==> config.mk <==
export PLATFORM = sky130hd
export DESIGN_NAME = prog_loader
export DESIGN_NICKNAME = d
export VERILOG_FILES = /design/src/rtl/loader_pkg.sv /design/src/rtl/idle_timer.sv /design/src/rtl/prog_loader.sv
export SDC_FILE = /design/constraint.sdc
export NUM_CORES = 1
export LEC_CHECK = 0
export CELL_PAD_IN_SITES_DETAIL_PLACEMENT = 1
export CELL_PAD_IN_SITES_GLOBAL_PLACEMENT = 2
export CORE_ASPECT_RATIO = 1.1
export CORE_MARGIN = 8
export CORE_UTILIZATION = 33
export DETAILED_ROUTE_END_ITERATION = 8
export PLACE_DENSITY = 0.79
export SKIP_CTS_REPAIR_TIMING = 1
export SLEW_MARGIN = 10
export SYNTH_ARGS = -nofsm -noshare
export SYNTH_HDL_FRONTEND = slang
export SYNTH_SLANG_ARGS = --single-unit
==> constraint.sdc <==
create_clock -name clk -period 2.55 [get_ports clk]
set_input_delay 0.6375 -clock clk [delete_from_list [all_inputs] [get_ports clk]]
set_output_delay 0.6375 -clock clk [all_outputs]
set_load 0.01 [all_outputs]
==> src/rtl/loader_pkg.sv <==
// Shared definitions for the byte-stream program loader: FSM states,
// default frame marker and state classification helpers.
package loader_pkg;

  typedef enum logic [2:0] {
    ST_IDLE,
    ST_LEN,
    ST_HI,
    ST_LO,
    ST_WRITE,
    ST_CHK,
    ST_RELEASE,
    ST_ERROR
  } state_e;

  localparam logic [7:0] DEFAULT_SYNC_BYTE = 8'hA5;

  // States in which a byte may be taken from the source.
  function automatic logic accepts_bytes(input state_e s);
    return !(s == ST_WRITE || s == ST_RELEASE);
  endfunction

  // States in which the loader is waiting for the next byte of a frame.
  function automatic logic inside_frame(input state_e s);
    return (s == ST_LEN || s == ST_HI || s == ST_LO || s == ST_CHK);
  endfunction

endpackage

==> src/rtl/idle_timer.sv <==
// Counts idle cycles while enabled; expired flags the cycle whose edge
// would bring the idle count to TIMEOUT.
module idle_timer #(
  parameter int TIMEOUT = 1024
) (
  input  logic clk,
  input  logic reset_n,
  input  logic clear,
  input  logic enable,
  output logic expired
);

  localparam int CW = $clog2(TIMEOUT + 1);

  logic [CW-1:0] cnt_q, cnt_d;

  always_comb begin
    cnt_d = cnt_q;
    if (clear) begin
      cnt_d = '0;
    end else if (enable) begin
      cnt_d = cnt_q + CW'(1);
    end
  end

  always_ff @(posedge clk or negedge reset_n) begin
    if (!reset_n) begin
      cnt_q <= '0;
    end else begin
      cnt_q <= cnt_d;
    end
  end

  assign expired = enable && (cnt_q == CW'(TIMEOUT - 1));

endmodule

==> src/rtl/prog_loader.sv <==
// Frame parser that writes 16-bit words into instruction memory with the CPU
// held, then releases it with a restart pulse once the checksum matches.
module prog_loader
  import loader_pkg::*;
#(
  parameter int         ADDR_W    = 8,
  parameter logic [7:0] SYNC_BYTE = DEFAULT_SYNC_BYTE,
  parameter int         TIMEOUT   = 1024
) (
  input  logic              clk,
  input  logic              reset_n,
  input  logic [7:0]        rx_data,
  input  logic              rx_valid,
  output logic              rx_ready,
  output logic [ADDR_W-1:0] imem_addr,
  output logic [15:0]       imem_wdata,
  output logic              imem_we,
  output logic              cpu_hold,
  output logic              cpu_restart,
  output logic              done,
  output logic              err
);

  state_e            state_q, state_d;
  logic [7:0]        n_q, n_d;
  logic [7:0]        cnt_q, cnt_d;
  logic [7:0]        xor_q, xor_d;
  logic [7:0]        hi_q, hi_d;
  logic [ADDR_W-1:0] addr_q, addr_d;
  logic [15:0]       wdata_q, wdata_d;
  logic              hold_q, hold_d;
  logic              ready_q, ready_d;
  logic              we_q, we_d;
  logic              restart_q, restart_d;
  logic              err_q, err_d;

  logic accept;
  logic timer_clear;
  logic timer_en;
  logic expired;

  assign accept      = rx_valid && ready_q;
  assign timer_en    = inside_frame(state_q);
  assign timer_clear = accept || !timer_en;

  idle_timer #(
    .TIMEOUT (TIMEOUT)
  ) u_idle_timer (
    .clk     (clk),
    .reset_n (reset_n),
    .clear   (timer_clear),
    .enable  (timer_en),
    .expired (expired)
  );

  always_comb begin
    state_d = state_q;
    n_d     = n_q;
    cnt_d   = cnt_q;
    xor_d   = xor_q;
    hi_d    = hi_q;
    addr_d  = addr_q;
    wdata_d = wdata_q;
    hold_d  = hold_q;

    unique case (state_q)
      ST_IDLE, ST_ERROR: begin
        if (accept && rx_data == SYNC_BYTE) begin
          state_d = ST_LEN;
          hold_d  = 1'b1;
        end
      end
      ST_LEN: begin
        if (accept) begin
          if (rx_data == 8'd0) begin
            state_d = ST_ERROR;
          end else begin
            n_d     = rx_data;
            cnt_d   = 8'd0;
            xor_d   = 8'd0;
            addr_d  = '0;
            state_d = ST_HI;
          end
        end else if (expired) begin
          state_d = ST_ERROR;
        end
      end
      ST_HI: begin
        if (accept) begin
          hi_d    = rx_data;
          xor_d   = xor_q ^ rx_data;
          state_d = ST_LO;
        end else if (expired) begin
          state_d = ST_ERROR;
        end
      end
      ST_LO: begin
        if (accept) begin
          wdata_d = {hi_q, rx_data};
          xor_d   = xor_q ^ rx_data;
          state_d = ST_WRITE;
        end else if (expired) begin
          state_d = ST_ERROR;
        end
      end
      ST_WRITE: begin
        addr_d  = addr_q + ADDR_W'(1);
        cnt_d   = cnt_q + 8'd1;
        state_d = (cnt_q + 8'd1 == n_q) ? ST_CHK : ST_HI;
      end
      ST_CHK: begin
        if (accept) begin
          state_d = (rx_data == xor_q) ? ST_RELEASE : ST_ERROR;
        end else if (expired) begin
          state_d = ST_ERROR;
        end
      end
      ST_RELEASE: begin
        state_d = ST_IDLE;
      end
      default: begin
        state_d = ST_IDLE;
      end
    endcase

    // Outputs are registered from the next state so they line up with it.
    if (state_d == ST_RELEASE) begin
      hold_d = 1'b0;
    end
    we_d      = (state_d == ST_WRITE);
    restart_d = (state_d == ST_RELEASE);
    err_d     = (state_d == ST_ERROR);
    ready_d   = accepts_bytes(state_d);
  end

  always_ff @(posedge clk or negedge reset_n) begin
    if (!reset_n) begin
      state_q   <= ST_IDLE;
      n_q       <= 8'd0;
      cnt_q     <= 8'd0;
      xor_q     <= 8'd0;
      hi_q      <= 8'd0;
      addr_q    <= '0;
      wdata_q   <= 16'd0;
      hold_q    <= 1'b0;
      ready_q   <= 1'b0;
      we_q      <= 1'b0;
      restart_q <= 1'b0;
      err_q     <= 1'b0;
    end else begin
      state_q   <= state_d;
      n_q       <= n_d;
      cnt_q     <= cnt_d;
      xor_q     <= xor_d;
      hi_q      <= hi_d;
      addr_q    <= addr_d;
      wdata_q   <= wdata_d;
      hold_q    <= hold_d;
      ready_q   <= ready_d;
      we_q      <= we_d;
      restart_q <= restart_d;
      err_q     <= err_d;
    end
  end

  assign rx_ready    = ready_q;
  assign imem_addr   = addr_q;
  assign imem_wdata  = wdata_q;
  assign imem_we     = we_q;
  assign cpu_hold    = hold_q;
  assign cpu_restart = restart_q;
  assign done        = restart_q;
  assign err         = err_q;

endmodule

==> out/metrics.cfg <==
[global_routing]
grt_max_degree=52
globalRouteMet1Util_pct=17.2
grt_pass1_wl_um=16400
use_met3_pct=2.99
grt.overflow.total=0
via_count_of_the_first_global_routing_pass=3120
track_usage_pct=14.3
grt.met2_usage_pct=25.0
grt_antenna_before_repair=0
grt_most_used_layer=met2

[power]
irDropWorstVdd_uv=492
static-leakage-power_nw=2.16
cellPowerDensity_nw_per_um2=1140

[clocking]
htree_levels=3
tritoncts_num_sinks=75
clock_buffers_created_by_tritoncts=9
clkLatencyLatePin_ns=0.33
cts_tree=yes
clkTransAtPathRegs_ns=0.06
cts_root_buf=sky130_fd_sc_hd__clkbuf_16
clockBufferDepth=2

[flow_run]
max_cap_viols=0

[cells_and_area]
final_cell_count_no_fill=571
diodes=0
final_layout_size_suffix_gt1_share_pct=25.2
design.final.nets=434
fillerInstances=1219
final_util_pct=45.2
post-route-cell-area_sq_um=4910
syn2layout_area_growth_pct=34.6
final-seq-area_sq_um=1880
multi_input_area_sq_um=1730

[yosys]
ys_ff_latch=75
synth-main-ff-cell=sky130_fd_sc_hd__dfrtp_1
syn_avg_cell_area_sq_um=10.6
ys_warn_count=0
netlist_instances=344
synth_cell_type_count=45
synth_async_sr_flop_share_pct=100
synthesized_area_sq_um=3650
yosysSeqAreaShare_pct=51.4
synth_largest_area_cell=sky130_fd_sc_hd__dfrtp_1
synth_edf_count=0
synth_nets=358
yosysMostFrequentCell=sky130_fd_sc_hd__dfrtp_1
synth.cells.most_frequent=sky130_fd_sc_hd__dfrtp_1, sky130_fd_sc_hd__nor2_1, sky130_fd_sc_hd__o21ai_0
netlist_top_cells_area=sky130_fd_sc_hd__dfrtp_1, sky130_fd_sc_hd__mux2_2, sky130_fd_sc_hd__xnor2_1
synth_top_area_share_pct=51.4

[drt]
post_drt_wl_per_cell_um=17.9
routed-via-count=2828
viasPerCell=4.95
detail-route-antenna-nets=0
drt-pass1-iter-count=4
drt-initial-drc-count=136
drc=0
wl_um=10200

[die]
die_h_um=126
floorplan.die_area_sq_um=14700
effective_utilization_at_floorplan_pct=33.6
pin_count=41
floorplan.die.width_um=116
floorplan.core_area_sq_um=10900
fp-row-count=40

[placed_design]
dp_hpwl_um=7270
place_area_sq_um=4450
post-place-ws_ns=-0.563
gp_congestion=0.918
io_buffers=40
dp_cells=552

[worst_setup_path]
startpoint_type=primary input
critPathKind=in2reg
crit_required_ns=2.77
category_of_the_worst_setup_path_capture_point=register
critical_path.max_fanout=4
arrival_ns=2.73

[timing]
timing.fmax_mhz=398
timing.final.max_slew_violations=0
skew_ns=0.0106
setup_viol_count_final=0
period_utilization_pct=98.6
fin_crit_ns=2.51
worst_slack_ns=0.0358
tns_ns=0
worst-slew-pin-transition_ns=0.555
slew_margin_rel_pct=62.9
hold_viol_final=0

[worst_hold_path]
timing.hold.worst.class=in2async

[run_status]
outcome=completed

layout by cell type, fill, tap and decap left out, types with 3 or more instances in the layout:
cell type and n:
sky130_fd_sc_hd__mux2_4 9, sky130_fd_sc_hd__a21oi_1 6, sky130_fd_sc_hd__dlymetal6s2s_1 9, sky130_fd_sc_hd__xnor2_1 21, sky130_fd_sc_hd__buf_12 3, sky130_fd_sc_hd__nand3_1 12
sky130_fd_sc_hd__ha_1 3, sky130_fd_sc_hd__clkbuf_16 11, sky130_fd_sc_hd__o31ai_1 4, sky130_fd_sc_hd__mux2_2 22, sky130_fd_sc_hd__xor2_1 12, sky130_fd_sc_hd__o21ai_0 33
sky130_fd_sc_hd__nand2_1 29, sky130_fd_sc_hd__inv_1 4, sky130_fd_sc_hd__dfrtp_1 75, sky130_fd_sc_hd__buf_4 37, sky130_fd_sc_hd__nand4_1 8, sky130_fd_sc_hd__nor2_1 46
sky130_fd_sc_hd__or2_2 3, sky130_fd_sc_hd__clkdlybuf4s50_1 30, sky130_fd_sc_hd__and3_1 5
report_power, final:
part | internal, mW | leakage, nW | switching (mW)
sequential | 1.62 | 0.959 | 0.329
clock | 0.849 | 0.152 | 0.479
combinational | 1.28 | 1.05 | 1.06
sequential cells by signal, summed over array words and instances, names as in the netlist, 3 cells and up:
name	cells
imem_wdata	16
u_idle_timer.cnt_q	11
cnt_q	8
hi_q	8
imem_addr	8
n_q	8
xor_q	8
state_q	3
metal layers:
layer | vias up | share of wire, %
li1 | 1344 | -
met1 | 1435 | 43
met2 | 39 | 53
met3 | 10 | 2.9
met4 | 0 | 1.1
met5 | - | 0
cells by family (layout without fill, tap and decap cells):
logic type / after synthesis / count (layout) / share of synthesized area, %
and+or+nand+nor: 124 / 124 / 16.4
DFF: 75 / 75 / 51.4
AOI/OAI and AO/OA: 58 / 58 / 9.80
xor gates and xnor gates: 33 / 33 / 7.92
muxes: 31 / 31 / 10.5
buffers and inverters: 20 / 100 / 2.95
adders and majority gates: 3 / 3 / 1.03
worst paths after layout:
| check | startpoint | to | slack, ns | cells after the start |
|---|---|---|---|---|
| hold / removal | reset_n | u_idle_timer.cnt_q[5] | 0.21 | 1 |
| setup / recovery | rx_data[5] | imem_wdata[2] | 0.04 | 9 |
| max in group asynchronous | reset_n | cnt_q[0] | 1.76 | 2 |
| hold reg to reg | u_idle_timer.cnt_q[0] | u_idle_timer.cnt_q[0] | 0.48 | 1 |
| min in group clk | u_idle_timer.cnt_q[0] | u_idle_timer.cnt_q[0] | 0.48 | 1 |
| setup reg to reg | u_idle_timer.cnt_q[0] | imem_wdata[2] | 0.14 | 9 |
worst max-delay path: stages:
cell and delay [ns]:
sky130_fd_sc_hd__dlymetal6s2s_1 0.16, sky130_fd_sc_hd__or4_4 0.57, sky130_fd_sc_hd__nor2_4 0.13, sky130_fd_sc_hd__nor3_2 0.05
sky130_fd_sc_hd__o41a_4 0.36, sky130_fd_sc_hd__nor3_4 0.21, sky130_fd_sc_hd__buf_12 0.14, sky130_fd_sc_hd__clkbuf_16 0.14
sky130_fd_sc_hd__mux2_2 0.32
cell type report:
cell class,instances,share of cell area [%]
clock buffers,10,4.66
clock inverters,5,1.60
inverters,4,0.306
multi-input cells,249,35.2
flip-flops and latches,75,38.2
well taps,147,3.74
repair buffers,81,16.3
through the flow:
step	power [mW]	hold WS, ns
final	5.61	0.208
after global routing	5.95	0.226
after CTS	5.53	0.219
after detailed placement	4.17	0.480
after global placement	4.08	0.451
after floorplan	3.19	0.342
Power figures use the tool's default switching activity.
